==> src/rtl/lcd_timing_pkg.sv <==
// lcd_timing_pkg
//   Shared definitions for the LCD timing generator: controller state
//   encoding, sync polarity encodings, standard panel geometries and the
//   elaboration-time geometry check used by every axis counter.
package lcd_timing_pkg;

   typedef enum logic {
      ST_IDLE = 1'b0,
      ST_RUN  = 1'b1
   } lcd_state_t;

   // Sync polarity: the level driven while the pulse is active.
   localparam bit POL_ACTIVE_LOW  = 1'b0;
   localparam bit POL_ACTIVE_HIGH = 1'b1;

   // 480x272 panel (4.3" class).
   localparam int P480_H_ACTIVE = 480;
   localparam int P480_H_FP     = 8;
   localparam int P480_H_PULSE  = 4;
   localparam int P480_H_BP     = 43;
   localparam int P480_V_ACTIVE = 272;
   localparam int P480_V_FP     = 8;
   localparam int P480_V_PULSE  = 4;
   localparam int P480_V_BP     = 12;

   // 800x480 panel (7" class).
   localparam int P800_H_ACTIVE = 800;
   localparam int P800_H_FP     = 40;
   localparam int P800_H_PULSE  = 48;
   localparam int P800_H_BP     = 88;
   localparam int P800_V_ACTIVE = 480;
   localparam int P800_V_FP     = 13;
   localparam int P800_V_PULSE  = 3;
   localparam int P800_V_BP     = 32;

   function automatic int axis_total(input int active, input int fp,
                                     input int pulse, input int bp);
      return active + fp + pulse + bp;
   endfunction

   // True when one axis geometry is usable: non-empty active and pulse
   // regions, total fits in a cnt_w-bit counter, window inside active area.
   function automatic bit axis_ok(input int active, input int fp,
                                  input int pulse, input int bp,
                                  input int win0, input int winlen,
                                  input int cnt_w);
      longint lim;
      lim = longint'(1) << cnt_w;
      return (active > 0) && (pulse > 0) && (fp >= 0) && (bp >= 0) &&
             (win0 >= 0) && (winlen >= 0) &&
             (longint'(axis_total(active, fp, pulse, bp)) <= lim) &&
             (win0 + winlen <= active);
   endfunction

endpackage

==> src/rtl/lcd_timing_if.sv <==
// lcd_timing_if
//   Bundle between the timing generator (master) and the pixel source
//   (slave).
//   en                     : slave -> master, run enable
//   x, y                   : current pixel column / line
//   hsync, vsync           : syncs, panel polarity already applied
//   den                    : data enable, pixel is in the visible area
//   line_start/frame_start : one-cycle strobes at x==0 / (0,0)
//   win_en, wx, wy         : sub-window flag and window-relative coordinates
//   state                  : controller state, for observation only
// Handshake: there is no backpressure. Every output of a cycle describes
// the same pixel; the source must present data for that pixel whenever den
// is high. en is level-sensitive and acts on the next pixel_clk edge.
interface lcd_timing_if
   import lcd_timing_pkg::*;
#(
   parameter int CNT_W = 16
) ();
   logic             en;
   logic [CNT_W-1:0] x;
   logic [CNT_W-1:0] y;
   logic             hsync;
   logic             vsync;
   logic             den;
   logic             line_start;
   logic             frame_start;
   logic             win_en;
   logic [CNT_W-1:0] wx;
   logic [CNT_W-1:0] wy;
   lcd_state_t       state;

   modport master (
      input  en,
      output x, y, hsync, vsync, den, line_start, frame_start,
             win_en, wx, wy, state
   );

   modport slave (
      output en,
      input  x, y, hsync, vsync, den, line_start, frame_start,
             win_en, wx, wy, state
   );
endinterface

==> src/rtl/lcd_axis_counter.sv <==
// lcd_axis_counter
//   One timing axis: a counter over ACTIVE+FP+PULSE+BP positions plus the
//   region decodes for that axis. All decodes are taken from the value the
//   counter will hold after this edge (cnt_nxt), so the parent can register
//   them alongside the coordinate with no skew.
//   clk, rst : clock, synchronous active-low reset
//   step     : advance by one (wraps to 0 after the last position)
//   clear    : force to 0, overrides step
//   cnt_nxt  : counter value after this edge
//   wrap     : stepping from the last position this cycle
//   active   : cnt_nxt inside the active region
//   pulse    : cnt_nxt inside the sync pulse
//   in_win   : cnt_nxt inside [WIN0, WIN0+WINLEN)
//   rel      : cnt_nxt - WIN0 when in_win, else 0
module lcd_axis_counter
   import lcd_timing_pkg::*;
#(
   parameter int ACTIVE = 480,
   parameter int FP     = 8,
   parameter int PULSE  = 4,
   parameter int BP     = 43,
   parameter int WIN0   = 112,
   parameter int WINLEN = 256,
   parameter int CNT_W  = 16
) (
   input  logic             clk,
   input  logic             rst,
   input  logic             step,
   input  logic             clear,
   output logic [CNT_W-1:0] cnt_nxt,
   output logic             wrap,
   output logic             active,
   output logic             pulse,
   output logic             in_win,
   output logic [CNT_W-1:0] rel
);
   localparam int TOTAL = axis_total(ACTIVE, FP, PULSE, BP);
   localparam logic [CNT_W-1:0] LAST  = CNT_W'(TOTAL - 1);
   localparam logic [CNT_W-1:0] WIN0_N = CNT_W'(WIN0);
   // Region bounds carry one extra bit: an end bound may equal 2^CNT_W.
   localparam logic [CNT_W:0] ACT_END   = (CNT_W+1)'(ACTIVE);
   localparam logic [CNT_W:0] PULSE_BEG = (CNT_W+1)'(ACTIVE + FP);
   localparam logic [CNT_W:0] PULSE_END = (CNT_W+1)'(ACTIVE + FP + PULSE);
   localparam logic [CNT_W:0] WIN_BEG   = (CNT_W+1)'(WIN0);
   localparam logic [CNT_W:0] WIN_END   = (CNT_W+1)'(WIN0 + WINLEN);

   if (!axis_ok(ACTIVE, FP, PULSE, BP, WIN0, WINLEN, CNT_W)) begin : g_bad_geometry
      $error("lcd_axis_counter: invalid axis geometry");
   end

   logic [CNT_W-1:0] cnt;
   logic [CNT_W:0]   cnt_ext;

   assign wrap = step && (cnt == LAST);

   always_comb begin
      cnt_nxt = cnt;
      if (clear) begin
         cnt_nxt = '0;
      end else if (wrap) begin
         cnt_nxt = '0;
      end else if (step) begin
         cnt_nxt = cnt + 1'b1;
      end
   end

   assign cnt_ext = {1'b0, cnt_nxt};
   assign active  = cnt_ext < ACT_END;
   assign pulse   = (cnt_ext >= PULSE_BEG) && (cnt_ext < PULSE_END);
   assign in_win  = (cnt_ext >= WIN_BEG) && (cnt_ext < WIN_END);
   assign rel     = in_win ? (cnt_nxt - WIN0_N) : '0;

   always_ff @(posedge clk) begin
      if (!rst) begin
         cnt <= '0;
      end else begin
         cnt <= cnt_nxt;
      end
   end
endmodule

==> src/rtl/lcd_timing_gen.sv <==
// lcd_timing_gen
//   LCD/RGB panel timing generator. An IDLE/RUN controller gates two axis
//   counters (horizontal stepped every cycle, vertical stepped on
//   horizontal wrap); every bus output is a register holding the decode of
//   the counters' next values, so all outputs of a cycle describe one pixel.
//   pixel_clk : pixel clock, rising edge
//   rst       : synchronous active-low reset
//   bus       : lcd_timing_if master side (en in; coordinates, syncs,
//               data enable, strobes, window outputs, state out)
module lcd_timing_gen
   import lcd_timing_pkg::*;
#(
   parameter int H_ACTIVE = P480_H_ACTIVE,
   parameter int H_FP     = P480_H_FP,
   parameter int H_PULSE  = P480_H_PULSE,
   parameter int H_BP     = P480_H_BP,
   parameter int V_ACTIVE = P480_V_ACTIVE,
   parameter int V_FP     = P480_V_FP,
   parameter int V_PULSE  = P480_V_PULSE,
   parameter int V_BP     = P480_V_BP,
   parameter bit HS_POL   = POL_ACTIVE_LOW,
   parameter bit VS_POL   = POL_ACTIVE_LOW,
   parameter int WIN_X0   = 112,
   parameter int WIN_W    = 256,
   parameter int WIN_Y0   = 8,
   parameter int WIN_H    = 256,
   parameter int CNT_W    = 16
) (
   input  logic         pixel_clk,
   input  logic         rst,
   lcd_timing_if.master bus
);
   lcd_state_t       state;
   lcd_state_t       state_nxt;
   logic             run_nxt;
   logic             clear;
   logic             h_step;
   logic [CNT_W-1:0] h_nxt, v_nxt;
   logic             h_wrap, v_wrap;
   logic             h_act, v_act;
   logic             h_pulse, v_pulse;
   logic             h_win, v_win;
   logic [CNT_W-1:0] h_rel, v_rel;

   always_ff @(posedge pixel_clk) begin
      if (!rst) begin
         state <= ST_IDLE;
      end else begin
         state <= state_nxt;
      end
   end

   always_comb begin
      state_nxt = state;
      run_nxt   = 1'b0;
      case (state)
         ST_IDLE: if (bus.en)  state_nxt = ST_RUN;
         ST_RUN:  if (!bus.en) state_nxt = ST_IDLE;
         default: state_nxt = ST_IDLE;
      endcase
      run_nxt = rst && (state_nxt == ST_RUN);
   end

   // Counters sit at the origin in IDLE and on the first RUN cycle, so the
   // first running pixel is (0,0).
   assign clear  = (state != ST_RUN) || !run_nxt;
   assign h_step = (state == ST_RUN);

   lcd_axis_counter #(
      .ACTIVE (H_ACTIVE), .FP (H_FP), .PULSE (H_PULSE), .BP (H_BP),
      .WIN0 (WIN_X0), .WINLEN (WIN_W), .CNT_W (CNT_W)
   ) u_h (
      .clk (pixel_clk), .rst (rst), .step (h_step), .clear (clear),
      .cnt_nxt (h_nxt), .wrap (h_wrap), .active (h_act), .pulse (h_pulse),
      .in_win (h_win), .rel (h_rel)
   );

   lcd_axis_counter #(
      .ACTIVE (V_ACTIVE), .FP (V_FP), .PULSE (V_PULSE), .BP (V_BP),
      .WIN0 (WIN_Y0), .WINLEN (WIN_H), .CNT_W (CNT_W)
   ) u_v (
      .clk (pixel_clk), .rst (rst), .step (h_wrap), .clear (clear),
      .cnt_nxt (v_nxt), .wrap (v_wrap), .active (v_act), .pulse (v_pulse),
      .in_win (v_win), .rel (v_rel)
   );

   assign bus.state = state;

   // A line begins on entry to RUN or when x wraps; a frame begins on entry
   // to RUN or when y wraps (which only happens together with an x wrap).
   always_ff @(posedge pixel_clk) begin
      if (!rst || !run_nxt) begin
         bus.x           <= '0;
         bus.y           <= '0;
         bus.hsync       <= ~HS_POL;
         bus.vsync       <= ~VS_POL;
         bus.den         <= 1'b0;
         bus.line_start  <= 1'b0;
         bus.frame_start <= 1'b0;
         bus.win_en      <= 1'b0;
         bus.wx          <= '0;
         bus.wy          <= '0;
      end else begin
         bus.x           <= h_nxt;
         bus.y           <= v_nxt;
         bus.hsync       <= h_pulse ? HS_POL : ~HS_POL;
         bus.vsync       <= v_pulse ? VS_POL : ~VS_POL;
         bus.den         <= h_act && v_act;
         bus.line_start  <= (state != ST_RUN) || h_wrap;
         bus.frame_start <= (state != ST_RUN) || v_wrap;
         bus.win_en      <= h_win && v_win;
         bus.wx          <= (h_win && v_win) ? h_rel : '0;
         bus.wy          <= (h_win && v_win) ? v_rel : '0;
      end
   end
endmodule

==> src/flat_wrapper.sv <==
// flat-port wrapper written by rule: the top's interface ports become plain ports
module lcd_timing_gen_flat import lcd_timing_pkg::*;
#(
   parameter int H_ACTIVE = P480_H_ACTIVE,
   parameter int H_FP     = P480_H_FP,
   parameter int H_PULSE  = P480_H_PULSE,
   parameter int H_BP     = P480_H_BP,
   parameter int V_ACTIVE = P480_V_ACTIVE,
   parameter int V_FP     = P480_V_FP,
   parameter int V_PULSE  = P480_V_PULSE,
   parameter int V_BP     = P480_V_BP,
   parameter bit HS_POL   = POL_ACTIVE_LOW,
   parameter bit VS_POL   = POL_ACTIVE_LOW,
   parameter int WIN_X0   = 112,
   parameter int WIN_W    = 256,
   parameter int WIN_Y0   = 8,
   parameter int WIN_H    = 256,
   parameter int CNT_W    = 16
)
  (pixel_clk, rst, bus_en, bus_x, bus_y, bus_hsync, bus_vsync, bus_den, bus_line_start, bus_frame_start, bus_win_en, bus_wx, bus_wy, bus_state);
  lcd_timing_if #(.CNT_W(CNT_W)) bus_i ();
  input  logic pixel_clk;
  input  logic rst;
  input wire logic [$bits(bus_i.en)-1:0] bus_en;
  output wire logic [$bits(bus_i.x)-1:0] bus_x;
  output wire logic [$bits(bus_i.y)-1:0] bus_y;
  output wire logic [$bits(bus_i.hsync)-1:0] bus_hsync;
  output wire logic [$bits(bus_i.vsync)-1:0] bus_vsync;
  output wire logic [$bits(bus_i.den)-1:0] bus_den;
  output wire logic [$bits(bus_i.line_start)-1:0] bus_line_start;
  output wire logic [$bits(bus_i.frame_start)-1:0] bus_frame_start;
  output wire logic [$bits(bus_i.win_en)-1:0] bus_win_en;
  output wire logic [$bits(bus_i.wx)-1:0] bus_wx;
  output wire logic [$bits(bus_i.wy)-1:0] bus_wy;
  output wire logic [$bits(bus_i.state)-1:0] bus_state;
  assign bus_i.en = bus_en;
  assign bus_x = bus_i.x;
  assign bus_y = bus_i.y;
  assign bus_hsync = bus_i.hsync;
  assign bus_vsync = bus_i.vsync;
  assign bus_den = bus_i.den;
  assign bus_line_start = bus_i.line_start;
  assign bus_frame_start = bus_i.frame_start;
  assign bus_win_en = bus_i.win_en;
  assign bus_wx = bus_i.wx;
  assign bus_wy = bus_i.wy;
  assign bus_state = bus_i.state;
  lcd_timing_gen #(.H_ACTIVE(H_ACTIVE), .H_FP(H_FP), .H_PULSE(H_PULSE), .H_BP(H_BP), .V_ACTIVE(V_ACTIVE), .V_FP(V_FP), .V_PULSE(V_PULSE), .V_BP(V_BP), .HS_POL(HS_POL), .VS_POL(VS_POL), .WIN_X0(WIN_X0), .WIN_W(WIN_W), .WIN_Y0(WIN_Y0), .WIN_H(WIN_H), .CNT_W(CNT_W)) u_core (.pixel_clk(pixel_clk), .rst(rst), .bus(bus_i));
endmodule
==> config.mk <==
export PLATFORM = sky130hd
export DESIGN_NAME = lcd_timing_gen_flat
export DESIGN_NICKNAME = d
export VERILOG_FILES = /design/src/rtl/lcd_timing_pkg.sv /design/src/rtl/lcd_timing_if.sv /design/src/rtl/lcd_axis_counter.sv /design/src/rtl/lcd_timing_gen.sv /design/src/flat_wrapper.sv
export SDC_FILE = /design/constraint.sdc
export NUM_CORES = 1
export LEC_CHECK = 0
export ABC_AREA = 0
export CELL_PAD_IN_SITES_DETAIL_PLACEMENT = 2
export CELL_PAD_IN_SITES_GLOBAL_PLACEMENT = 2
export CORE_MARGIN = 5
export CORE_UTILIZATION = 32
export CTS_BUF_LIST = sky130_fd_sc_hd__clkbuf_16
export DETAILED_ROUTE_END_ITERATION = 8
export GPL_TIMING_DRIVEN = 0
export PLACE_DENSITY_LB_ADDON = 0.1
export SETUP_SLACK_MARGIN = 0.05
export SLEW_MARGIN = 20
export SYNTH_ARGS = -nofsm -noshare
export SYNTH_HDL_FRONTEND = slang
export SYNTH_SLANG_ARGS = --single-unit
==> constraint.sdc <==
create_clock -name pixel_clk -period 3.8 [get_ports pixel_clk]
set_input_delay 0.76 -clock pixel_clk [delete_from_list [all_inputs] [get_ports pixel_clk]]
set_output_delay 0.76 -clock pixel_clk [all_outputs]
set_load 0.02 [all_outputs]
; After elaboration in Yosys (flattened, before gate mapping)
; Index checks and enable logic that the tools add are counted.
[classes]
eq_ne = 2
bitwise = 4
add_sub_neg = 4
n_lt_le_gt_ge = 10
muxes = 9
reduce_logical = 17
[op_table]
columns = operator, n
row1 = "< comparator 16 x 9 -> 1 bit, second input constant", 6
row2 = 2-to-1 mux 16 bit, 6
row3 = "adder 16 x 1 -> 16 bit, second input constant", 2
row4 = "greater-or-equal comparator 16 x 9 -> 1 bit, second input constant", 2
row5 = "== test 16 x 10 -> 1 bit, second input constant", 1
row6 = "== test 16 x 9 -> 1 bit, second input constant", 1
row7 = "greater-or-equal comparator 16 x 4 -> 1 bit, second input constant", 1
row8 = "greater-or-equal comparator 16 x 7 -> 1 bit, second input constant", 1
row9 = "subtractor 16 x 4 -> 16 bit, second input constant", 1
row10 = "subtractor 16 x 7 -> 16 bit, second input constant", 1
row11 = logical AND 1 bit, 9
row12 = OR reduction 3 bit, 2
row13 = logical OR 1 bit, 4
row14 = NOT 1 bit, 4
row15 = 2-to-1 mux 1 bit, 3
row16 = logical NOT 1 bit, 2
[totals]
elab_cells = 59
reg_bits = 103

; Longest topological paths before layout
[depth]
word_depth = 10
mapped_depth = 16
mapped_depth_nobuf = 15

; By module
; From an unflattened synthesis, not the netlist that was laid out.
[hier_totals]
cells_unflattened = 519
area_unflattened_um2 = 4838.4
[by_module_without_submodules]
columns = mod, cells_each, area_each_um2, seq_area_each_um2, instances
row1 = lcd_timing_gen, 155, 1949.4, 1421.4, 1
row2 = lcd_axis_counter (u_core.u_v), 191, 1557.7, 320.3, 1
row3 = lcd_axis_counter (u_core.u_h), 173, 1331.3, 320.3, 1

; Least setup slack after synthesis
; No wires, ideal clock.
[synth_timing]
path_kind = register to register
start = register u_core.u_h.cnt[12]
end = register u_core.bus.wy[13] in the netlist's numbering
setup_ps = 118
stages_incl_launch_ff = 15
slack_ps = 494
arrival_ps = 3188
n_path_buf = 3
synth_period_minus_slack_ps = 3306
path_cell_list = dfxtp_1 buf_2 nor4b_2 nand4_1 o21ai_1 clkbuf_1 buf_1 nor2_1 inv_1 ha_1 nor3b_1 a41oi_1 or2b_1 xor2_1 nor2_4
[synth_between]
elab_chain_len = 10
word_cells_on_any_way = 21
[synth_lines]
columns = item, line_no
row1 = "start, declared", lcd_axis_counter.sv:51  ; logic [CNT_W-1:0] cnt;
row2 = "start signal, assigned", lcd_axis_counter.sv:77  ; cnt <= cnt_nxt;
row3 = == test 16 x 10 -> 1 bit (*), lcd_axis_counter.sv:54  ; assign wrap = step && (cnt == LAST);
row4 = logical AND 1 bit (*), lcd_axis_counter.sv:54
row5 = 2-to-1 mux 16 bit or logical AND 1 bit (tied branches), "lcd_axis_counter.sv:62, lcd_axis_counter.sv:54"
row6 = 2-to-1 mux 16 bit (*), lcd_axis_counter.sv:60  ; end else if (wrap) begin
row7 = 2-to-1 mux 16 bit (*), lcd_axis_counter.sv:58  ; if (clear) begin
row8 = named net u_core.u_v.cnt_nxt[4], lcd_axis_counter.sv:30  ; output logic [CNT_W-1:0] cnt_nxt,
row9 = greater-or-equal comparator 16 x 4 -> 1 bit or < comparator 16 x 9 -> 1 bit (tied branches), lcd_axis_counter.sv:70  ; assign in_win = (cnt_ext >= WIN_BEG) && (cnt_ext < WIN_END);
row10 = logical AND 1 bit, lcd_axis_counter.sv:70
row11 = logical AND 1 bit, lcd_timing_gen.sv:113  ; bus.wy <= (h_win && v_win) ? v_rel : '0;
row12 = NOT 1 bit (no source line), -
row13 = OR reduction 3 bit (no source line), -
row14 = "end signal, assigned", lcd_timing_gen.sv:113
row15 = "end, declared", lcd_timing_if.sv:35  ; win_en, wx, wy, state
; The timed path passes the listed nets; every way through them passes the cells marked *.
; A chain may end at the register's enable or synchronous reset.

; Worst setup path in the final report
[layout_timing]
start = register u_core.u_h.cnt[4]
end = register u_core.bus.wy[11] in the netlist's numbering
; The elaborated chain is that of the path after synthesis.

==> flow_summary.yaml <==
floorplanning:
  die_w_um: 125
  die-area_um2: 15600
  ios: 74
  die_h_um: 125
  start_util_pct: 32.4
  core-area_um2: 13100
  num_rows: 42
timing:
  fin_ws_ps: 256
  final-hold-violation-count: 0
  tightestPinTransition_ps: 683
  setup_violations: 0
  fin_skew_ps: 7.44
  max_clock_freq_mhz: 282
  slew_violations: 0
  fin_crit_ps: 3540
  min_period_over_period_pct: 93.3
  maxSlewHeadroom_pct: 54.5
  tns_ps: 0
  rsz0062_at_grt: "yes"
synth:
  synth-seq-area-share_pct: 48.7
  synth_flop_cell: "dfxtp_1"
  synthTopCellsByCount: "dfxtp_1, nor2_1, xnor2_1"
  avgSynthCellArea_um2: 9.21
  synth.distinct_cells: 60
  synth-seq-cells: 103
  synth_top_area_share_pct: 48.7
  ys_warn_count: 0
  synth_top_area_cell: "dfxtp_1"
  synth_area_leaders: "dfxtp_1, nor2_1, xnor2_1, xor2_1, ha_1"
  synthArstFlopShare_pct: 0
  yosys.cell_count.top_type: "dfxtp_1"
  syn_inst: 460
  netlist_area_um2: 4240
  synth_edf_count: 0
detailed_routing:
  wl_um: 14000
  vias: 3673
  wl_per_cell_um: 19.1
  via_per_inst: 5.01
  drtIter0Drc: 151
  drt.antenna.violating_nets: 0
  route.detailed.drc: 0
  dr.pass1.iters: 4
clock_tree:
  cts-htree-levels: 3
  insertion_delay_ps: 350
  clock_path_buffers: 2
  cts_root_buf: "clkbuf_16"
  cts.clk_slew.worst_paths_ps: 70
  cts_buffers: 9
  cts_tree: "yes"
  cts.sinks: 103
pwr:
  power_density_nw_per_um2: 383
  power_mw: 2.18
  peakVddDrop_mv: 0.258
  cellLeakagePower_nw: 2.01
setup_path:
  r2r_slack_ps: 260
  cp.arrival_ps: 3790
  path_max_fanout: 10
  path_class: "flop to flop"
  crit_path_cell_trace: "buf_2 -> nor4b_4 -> nand2_1 -> clkbuf_2 -> or4_1 -> a21oi_4 -> inv_1 -> ha_1 -> nor3b_2 -> a41oi_2 -> o21bai_1 -> xor2_1 -> nor2_4"
  timing.rr.start: "u_core.u_h.cnt[4]$_SDFF_PN0_"
  max_stage_delay_ps: 630
  cp_data_required_time_ps: 4040
  crit_family: "simple AND/OR/NAND/NOR gates"
  end_kind: "flop"
  crit_start: "u_core.u_h.cnt[4]$_SDFF_PN0_"
  slowest_stage: "or4_1"
  cp-start-kind: "flop"
  cp_num_buf_inv: 3
placed_design:
  gp_congestion: 0.838
  dpl.hpwl_um: 10700
  pre_cts_ws_ps: -940
  postPlaceCellArea_um2: 5200
  numPortBuffers: 73
grt:
  grt_max_degree: 17
  overflow: 0
  groute.usage.overall_pct: 18.2
  grt_pass1_wl_um: 22600
  grt_pass1_vias: 4019
  antenna_found_initial: 0
finish:
  fin_nets: 563
  drive_gt1_share_pct: 12.9
  n_antenna_cell: 0
  fin_util_pct: 43.5
  fin_area_um2: 5690
  area.growth.synth_to_final_pct: 34.4
min_path:
  hp-start: "u_core.u_h.cnt[0]$_SDFF_PN0_"
  hold_class: "flop to flop"
run:
  cap_viol_max_count: 0
run_status:
  status: "finished, final reports clean"
[stage by stage]
step,hold WS (ps),std cells
after global routing,572,733
final,550,733
after detailed placement,538,712
after global placement,509,712
after CTS,556,731
after floorplan,472,463
[path summary, 6_finish.rpt]
| path | endpoint | cells past startpoint |
|---|---|---|
| max | u_core.bus.wy[11]$_SDFF_PP0_ | 13 |
| max reg2reg | u_core.bus.wy[11]$_SDFF_PP0_ | 13 |
| min | u_core.u_h.cnt[0]$_SDFF_PN0_ | 1 |
| min reg2reg | u_core.u_h.cnt[0]$_SDFF_PN0_ | 1 |
[layout by cell type, fill, tap and decap left out, types with 4 or more instances in the layout]
| cell | instances |
|---|---|
| or2_2 | 5 |
| buf_2 | 5 |
| conb_1 | 4 |
| nand3_1 | 11 |
| clkdlybuf4s50_1 | 73 |
| inv_1 | 15 |
| nor2_2 | 7 |
| nand4_1 | 16 |
| nor4b_1 | 4 |
| nand2_1 | 22 |
| nor2_4 | 4 |
| and2_1 | 5 |
| and3_1 | 4 |
| xor2_1 | 17 |
| and4_1 | 6 |
| buf_4 | 6 |
| ha_1 | 7 |
| nor3_1 | 18 |
| clkbuf_16 | 9 |
| dfxtp_1 | 103 |
| o21ai_0 | 7 |
| nor2_1 | 82 |
| a21oi_1 | 12 |
| nor4_1 | 7 |
| buf_1 | 5 |
| xnor2_1 | 23 |
[kinds of logic after synthesis]
kind of cell	synth area share (%)
AO/OA/AOI/OAI	7.74
flip-flops	48.7
XOR/XNOR	8.69
buffers and inverters	3.69
multiplexers	0.739
adder cells (fa/ha/maj)	2.36
other	0.0885
AND/OR/NAND/NOR	28.0
[final cells by class]
type,instances,area (um2)
multi-input cells,325,2140
well taps,176,220
inverters,16,60.1
clock buffers,9,225
flip-flops and latches,103,2060
repair buffers,78,768
plain buffers,19,106
clock inverters,7,111
fillers,1404,7390
[state kept, by name, summed over array words and instances (netlist names), 16 cells and up]
register and count:
u_core.bus.wx 16, u_core.bus.wy 16, u_core.bus.y 16, u_core.bus.x 16, u_core.u_v.cnt 16, u_core.u_h.cnt 16
[what timing repair did]
| action | 4_1_cts | 5_1_grt |
|---|---|---|
| hold buffers | 0 | 0 |
| endpoints found under the setup margin | 40 | 30 |
| pin swaps | 3 | 3 |
| buffers inserted | 3 | 2 |
| gates resized for setup | 15 | 12 |
[worst reg2reg max path, cell delays in order (launching register included)]
cell and delay [ps]:
dfxtp_1 310, buf_2 200, nor4b_4 270, nand2_1 150, clkbuf_2 250, or4_1 640
a21oi_4 260, inv_1 90, ha_1 260, nor3b_2 190, a41oi_2 330, o21bai_1 180
xor2_1 270, nor2_4 40
[layer usage]
layer	up-vias	global-route usage, %	part of all wire, %
met5	-	0	0
met4	0	6.06	1.4
met3	11	3.50	4.1
met2	88	29.6	47
met1	1811	24.4	48
li1	1763	-	-
[where the power goes]
| group | switching (mW) | leakage (nW) | internal [mW] |
|---|---|---|---|
| registers | 0.00327 | 0.832 | 1.08 |
| clock network | 0.418 | 0.163 | 0.639 |
| logic | 0.0226 | 1.01 | 0.0137 |
(Power assumes the default switching activity.)
